--- src/rtl/bit_stream_pkg.sv ---
`default_nettype none
// ============================================================================
//  Module   : bit_stream_pkg
//  Purpose  : Shared types for the bit-stream lock detector: FSM state
//             encoding, lock-polarity mode encodings and a helper that
//             decides whether a run polarity may be locked under a mode.
//  Revision : 1.0 - initial release
// ============================================================================
package bit_stream_pkg;

    typedef enum logic [1:0] {
        ST_HUNT = 2'd0,
        ST_LOCK = 2'd1,
        ST_MISS = 2'd2
    } state_e;

    localparam logic [1:0] c_MODE_ANY     = 2'b00;
    localparam logic [1:0] c_MODE_ONES    = 2'b01;
    localparam logic [1:0] c_MODE_ZEROS   = 2'b10;
    localparam logic [1:0] c_MODE_ANY_ALT = 2'b11;

    // Returns 1 when a run of polarity pol may be locked under mode.
    function automatic logic mode_permits(input logic [1:0] mode, input logic pol);
        logic ok;
        case (mode)
            c_MODE_ONES:  ok = pol;
            c_MODE_ZEROS: ok = ~pol;
            default:      ok = 1'b1;
        endcase
        return ok;
    endfunction

endpackage
`default_nettype wire

--- src/rtl/sat_counter.sv ---
`default_nettype none
// ============================================================================
//  Module   : sat_counter
//  Purpose  : Up-counter saturating at LIMIT with clear and load.
//             Priority: rst > hold (en_i=0) > clr_i > load_i > inc_i.
//  Ports    : clk, rst          - clock, synchronous active-high reset
//             en_i              - advance qualifier; all else held when 0
//             clr_i             - clear to zero
//             load_i/load_val_i - load a value
//             inc_i             - increment, stops at LIMIT
//             cnt_o             - current count
//  Revision : 1.0 - initial release
// ============================================================================
module sat_counter #(
    parameter int WIDTH = 3,
    parameter int LIMIT = 5
) (
    input  logic             clk,
    input  logic             rst,
    input  logic             en_i,
    input  logic             clr_i,
    input  logic             load_i,
    input  logic [WIDTH-1:0] load_val_i,
    input  logic             inc_i,
    output logic [WIDTH-1:0] cnt_o
);

    localparam logic [WIDTH-1:0] c_LIMIT = WIDTH'(LIMIT);

    logic [WIDTH-1:0] cnt_q;
    logic [WIDTH-1:0] cnt_d;

    always_comb begin
        cnt_d = cnt_q;
        if (clr_i) begin
            cnt_d = '0;
        end else if (load_i) begin
            cnt_d = load_val_i;
        end else if (inc_i && (cnt_q != c_LIMIT)) begin
            cnt_d = cnt_q + 1'b1;
        end
    end

    always_ff @(posedge clk) begin
        if (rst) begin
            cnt_q <= '0;
        end else if (en_i) begin
            cnt_q <= cnt_d;
        end
    end

    assign cnt_o = cnt_q;

endmodule
`default_nettype wire

--- src/rtl/bit_stream_lock.sv ---
`default_nettype none
// ============================================================================
//  Module   : bit_stream_lock
//  Purpose  : Detects RUN_LEN consecutive equal bits on a serial stream and
//             holds lock until MISS_LEN consecutive mismatching bits arrive.
//             A polarity filter (mode) gates acquisition only.
//  Ports    : clk, rst   - clock, synchronous active-high reset
//             en         - bit-valid qualifier
//             din        - serial data bit
//             mode       - 00/11 any, 01 ones only, 10 zeros only
//             lock       - registered lock indication
//             lock_val   - polarity of the current / most recent run
//             run_cnt    - current run length (CNT_W bits)
//             state      - debug copy of FSM state
//             stats_clr, lock_events - only with BIT_STREAM_LOCK_STATS_EN
//  Options  : define BIT_STREAM_LOCK_STATS_EN to add a 16-bit saturating
//             count of acquisitions with a clear input.
//  Revision : 1.0 - initial release
// ============================================================================
module bit_stream_lock
    import bit_stream_pkg::*;
#(
    parameter int RUN_LEN  = 5,
    parameter int MISS_LEN = 1,
    localparam int CNT_W   = $clog2(RUN_LEN + 1)
) (
    input  logic             clk,
    input  logic             rst,
    input  logic             en,
    input  logic             din,
    input  logic [1:0]       mode,
    output logic             lock,
    output logic             lock_val,
    output logic [CNT_W-1:0] run_cnt,
    output logic [1:0]       state
`ifdef BIT_STREAM_LOCK_STATS_EN
    ,
    input  logic             stats_clr,
    output logic [15:0]      lock_events
`endif
);

    localparam int MISS_W = $clog2(MISS_LEN + 1);

    state_e            state_q;
    state_e            state_d;
    logic              lock_val_q;
    logic              lock_val_d;
    logic              lock_q;
    logic [CNT_W-1:0]  run_cnt_q;
    logic [MISS_W-1:0] miss_cnt_q;

    logic              w_run_load;
    logic [CNT_W-1:0]  w_run_load_val;
    logic              w_run_inc;
    logic              w_miss_clr;
    logic              w_miss_load;
    logic              w_miss_inc;
    logic              w_match;

    assign w_match = (din == lock_val_q);

    always_comb begin
        state_d        = state_q;
        lock_val_d     = lock_val_q;
        w_run_load     = 1'b0;
        w_run_load_val = '0;
        w_run_inc      = 1'b0;
        w_miss_clr     = 1'b0;
        w_miss_load    = 1'b0;
        w_miss_inc     = 1'b0;
        case (state_q)
            ST_HUNT: begin
                if (w_match) begin
                    w_run_inc = 1'b1;
                    // This bit makes (or keeps) the run at RUN_LEN; a run
                    // held saturated by the mode filter locks as soon as the
                    // filter opens.
                    if ((run_cnt_q >= CNT_W'(RUN_LEN - 1)) && mode_permits(mode, lock_val_q)) begin
                        state_d = ST_LOCK;
                    end
                end else begin
                    lock_val_d     = din;
                    w_run_load     = 1'b1;
                    w_run_load_val = CNT_W'(1);
                end
            end
            ST_LOCK: begin
                if (!w_match) begin
                    if (MISS_LEN == 1) begin
                        state_d        = ST_HUNT;
                        lock_val_d     = din;
                        w_run_load     = 1'b1;
                        w_run_load_val = CNT_W'(1);
                    end else begin
                        state_d     = ST_MISS;
                        w_miss_load = 1'b1;
                    end
                end
            end
            ST_MISS: begin
                if (w_match) begin
                    state_d    = ST_LOCK;
                    w_miss_clr = 1'b1;
                end else if (miss_cnt_q >= MISS_W'(MISS_LEN - 1)) begin
                    // The misses already form a run of the opposite polarity.
                    state_d        = ST_HUNT;
                    lock_val_d     = ~lock_val_q;
                    w_run_load     = 1'b1;
                    w_run_load_val = CNT_W'(MISS_LEN);
                    w_miss_clr     = 1'b1;
                end else begin
                    w_miss_inc = 1'b1;
                end
            end
            default: begin
                state_d = ST_HUNT;
            end
        endcase
    end

    always_ff @(posedge clk) begin
        if (rst) begin
            state_q    <= ST_HUNT;
            lock_val_q <= 1'b0;
            lock_q     <= 1'b0;
        end else if (en) begin
            state_q    <= state_d;
            lock_val_q <= lock_val_d;
            lock_q     <= (state_d == ST_LOCK) || (state_d == ST_MISS);
        end
    end

    sat_counter #(
        .WIDTH (CNT_W),
        .LIMIT (RUN_LEN)
    ) u_run_cnt (
        .clk        (clk),
        .rst        (rst),
        .en_i       (en),
        .clr_i      (1'b0),
        .load_i     (w_run_load),
        .load_val_i (w_run_load_val),
        .inc_i      (w_run_inc),
        .cnt_o      (run_cnt_q)
    );

    sat_counter #(
        .WIDTH (MISS_W),
        .LIMIT (MISS_LEN)
    ) u_miss_cnt (
        .clk        (clk),
        .rst        (rst),
        .en_i       (en),
        .clr_i      (w_miss_clr),
        .load_i     (w_miss_load),
        .load_val_i (MISS_W'(1)),
        .inc_i      (w_miss_inc),
        .cnt_o      (miss_cnt_q)
    );

`ifdef BIT_STREAM_LOCK_STATS_EN
    logic        w_take;
    logic [15:0] lock_events_q;

    assign w_take = en && (state_q == ST_HUNT) && (state_d == ST_LOCK);

    // Clear is independent of en and wins over a same-edge acquisition.
    always_ff @(posedge clk) begin
        if (rst) begin
            lock_events_q <= 16'h0000;
        end else if (stats_clr) begin
            lock_events_q <= 16'h0000;
        end else if (w_take && (lock_events_q != 16'hFFFF)) begin
            lock_events_q <= lock_events_q + 16'h0001;
        end
    end

    assign lock_events = lock_events_q;
`endif

    assign lock     = lock_q;
    assign lock_val = lock_val_q;
    assign run_cnt  = run_cnt_q;
    assign state    = state_q;

endmodule
`default_nettype wire

--- config.mk ---
export PLATFORM = sky130hd
export DESIGN_NAME = bit_stream_lock
export DESIGN_NICKNAME = d
export VERILOG_FILES = /design/src/rtl/bit_stream_pkg.sv /design/src/rtl/sat_counter.sv /design/src/rtl/bit_stream_lock.sv
export SDC_FILE = /design/constraint.sdc
export NUM_CORES = 1
export LEC_CHECK = 0
export BUFFER_PORTS_ARGS = -buffer_cell sky130_fd_sc_hd__buf_2
export CELL_PAD_IN_SITES_DETAIL_PLACEMENT = 1
export CELL_PAD_IN_SITES_GLOBAL_PLACEMENT = 2
export CORE_MARGIN = 4
export CORE_UTILIZATION = 27
export CTS_CLUSTER_DIAMETER = 120
export DETAILED_ROUTE_END_ITERATION = 10
export MAX_ROUTING_LAYER = met4
export PLACE_DENSITY = 0.85
export SYNTH_ARGS = -nofsm -noshare
export SYNTH_HDL_FRONTEND = slang
export SYNTH_HIERARCHICAL = 1
export SYNTH_SLANG_ARGS = --single-unit
export TNS_END_PERCENT = 10
--- constraint.sdc ---
create_clock -name clk -period 2.4 [get_ports clk]
set_clock_uncertainty 0.2 [all_clocks]
set_input_delay 0.36 -clock clk [delete_from_list [all_inputs] [get_ports clk]]
set_output_delay 0.36 -clock clk [all_outputs]
set_load 0.02 [all_outputs]
==> results.cfg <==
[floorplanning]
initial_utilization_pct = 29.1
die_area_um2 = 2350
die_w_um = 48.5
core_region_area_um2 = 1520
io_pins = 13
rows = 14
die_y_um = 48.5

[status]
status = completed

[synth]
synth_seq_cells = 7
yosysUniqueCellTypes = 23
synth-adder-area-share_pct = 11.3
yosysTopAreaCellShare_pct = 31.6
synth-compound-area-share_pct = 24.3
synthSimpleGateAreaFrac_pct = 18.9
avgSynthCellArea_um2 = 8.52
synth_xor_area_share_pct = 1.98
yosysWarnings = 6
synth-seq-area-share_pct = 31.6
synth_area_leaders = dfxtp_1, ha_1, a21oi_1
synthMuxAreaShare_pct = 4.80
syn-cell-area_um2 = 443
syn_inst = 52
synth_top_family_by_area = compound AO/OA/AOI/OAI gates
synth.largest_area_cell = dfxtp_1

[detailed_routing]
drt_drc_violations_left = 0
vias = 424
wl_um = 1040
viasPerCell = 4.71
drtIter0Drc = 1
first_pass_iters = 2
postRouteAntennaNets = 0
wl_per_cell_um = 11.5

[timing]
period_share_pct = 83.9
fin_crit_ns = 2.01
timing.fmax_ghz = 0.497
rsz0062_at_grt = false
setup_ws_ns = 0.387
setup_tns_ns = 0
finalHoldViolations = 0
holdWs_ns = 0.138
slew_viol_final = 0
report.final.setup_viol = 0

[setup_path]
end_kind = flip-flop
path_class = reg -> reg
cp-endpoint = u_run_cnt/cnt_o[0]
startpoint = lock_val
arrival_ns = 2.00
r2r_cells = 6
rr_startpoint = lock_val
start_kind = flip-flop
cp.required_ns = 2.39
r2r_slack_ns = 0.39
r2r-end = u_run_cnt/cnt_o[0]
path_max_fanout = 6

[finish]
multi_input_area_um2 = 298
diodes = 0
area_growth_pct = 29.7
post-route-util_pct = 37.7
seq_area_um2 = 140
finalNetCount = 85
drive_gt1_share_pct = 27.0
fillers = 201

[placement]
globalplace.congestion = 0.701
hpwl_um = 822
dpl_worst_slack_ns = 0.281
portBuffers = 12

[clocking]
hold_buffers = 0
cts-resized-gates = 0
htree_levels = 1
root_buffer = clkbuf_4
clock_path_buffers = 2
cts_tree = done
numCtsBuffers = 3
clock-sinks = 7
cts.clk_slew.worst_paths_ns = 0.06
insertion_delay_ns = 0.26
cts_setup_buffers = 0

[global_routing]
globalRouteMet1Util_pct = 12.4
grt_pass1_vias = 434
grt_busiest_layer = met2
use_met2_pct = 15.2
grt_util_met3_pct = 3.99
gr-total-overflow = 0
antenna_found_initial = 0
grt_pass1_wl_um = 1870
track_usage_pct = 10.4
grt_max_degree = 10

[pwr]
combPwrFrac_pct = 21.2
ir_drop_v = 0.000167
p_switching_mw = 0.0916
leakage_nw = 0.282
pwr-share-seq_pct = 41.8
power_frac_clock_pct = 37.0
p_per_area_nw_per_um2 = 530
intPower_mw = 0.213
switching_share_pct = 30.1

[hold_path]
hold_class = in -> reg

[job]
cap_violations = 0
==> logic make-up (layout without fill, tap and decap cells) <==
family                   count (synthesis)  after routing
AO/OA/AOI/OAI                           14             14
XOR/XNOR                                 1              1
adder cells (fa/ha/maj)                  4              4
buffers and inverters                    7             23
flip-flops                               7              7
multiplexers                             2              2
other                                    1              7
AND/OR/NAND/NOR                         16             16
==> worst max-delay path, cell delays in order, from the launching register on <==
cell	delay (ns)
dfxtp_1	0.35
xnor2_1	0.26
nor3b_1	0.22
a21boi_2	0.19
o31ai_2	0.11
or4_1	0.48
a21oi_1	0.14
==> state kept, by name (all words and copies together) (netlist names) <==
| register | flops |
|---|---|
| u_run_cnt/cnt_o | 3 |
| state | 2 |
| lock | 1 |
| lock_val | 1 |
==> cell usage in the layout, fill, tap and decap left out, drive strengths merged <==
cell type and n:
clkbuf 4, o21ai 1, o32ai 2, nand2 2
buf 13, or3 3, nor2 6, nor3b 2
o221a 1, nand2b 1, dfxtp 7, or4 1
mux2 1, a21boi 2, o31ai 1, a21oi 6
mux2i 1, xnor2 1, conb 7, ha 4
nor2b 1, o211ai 1, inv 6
==> power groups by stage <==
stage	Clock, mW	Combinational [mW]	Sequential (mW)
floorplan	0	0.0389	0.134
global placement	0	0.0637	0.129
detailed placement	0	0.0653	0.130
CTS	0.118	0.0656	0.127
global route	0.123	0.0747	0.128
finish	0.113	0.0646	0.127
==> cell type report <==
class	count	area share (%)
Inverter	6	3.92
Sequential cell	7	24.4
Multi-Input combinational cell	44	51.9
Tap cell	16	3.49
Timing Repair Buffer	13	11.8
Clock buffer	4	4.58
==> stage by stage <==
step	power [mW]	instance area, um2	cells
2_1_floorplan	0.173	465	58
3_3_place_gp	0.193	548	86
3_5_place_dp	0.195	548	86
4_1_cts	0.311	574	90
5_1_grt	0.326	574	90
6_report	0.305	574	90
==> worst min path at each step <==
stage	start	to	slack, ns	cells past startpoint
final	en	state[1]	0.14	2
after CTS	en	state[1]	0.13	2
after detailed placement	lock	lock	0.27	2
after global placement	lock	lock	0.27	2
after global routing	en	state[1]	0.16	2
after floorplan	rst	u_run_cnt/cnt_o[0]	0.23	1
==> cells in the mapped netlist <==
master / n
a21boi_2: 1
o211ai_2: 1
nor2b_1: 1
a21oi_1: 6
mux2i_1: 1
xnor2_1: 1
buf_2: 1
mux2_1: 1
nand2_1: 2
nor3b_1: 2
or3_1: 3
a21boi_1: 1
or4_1: 1
o21ai_0: 1
o221a_2: 1
o32ai_1: 2
o31ai_2: 1
nand2b_1: 1
inv_1: 6
ha_1: 4
dfxtp_1: 7
conb_1: 1
nor2_1: 6
==> metal layers <==
metal  share of wire (%)  vias up  routed length (um)
met5                   0        -                   0
met2                  46       13                 478
met4                 1.3        0                  14
li1                    -      218                   -
met1                  44      191                 461
met3                 8.0        2                  83
Power figures use the tool's default switching activity.
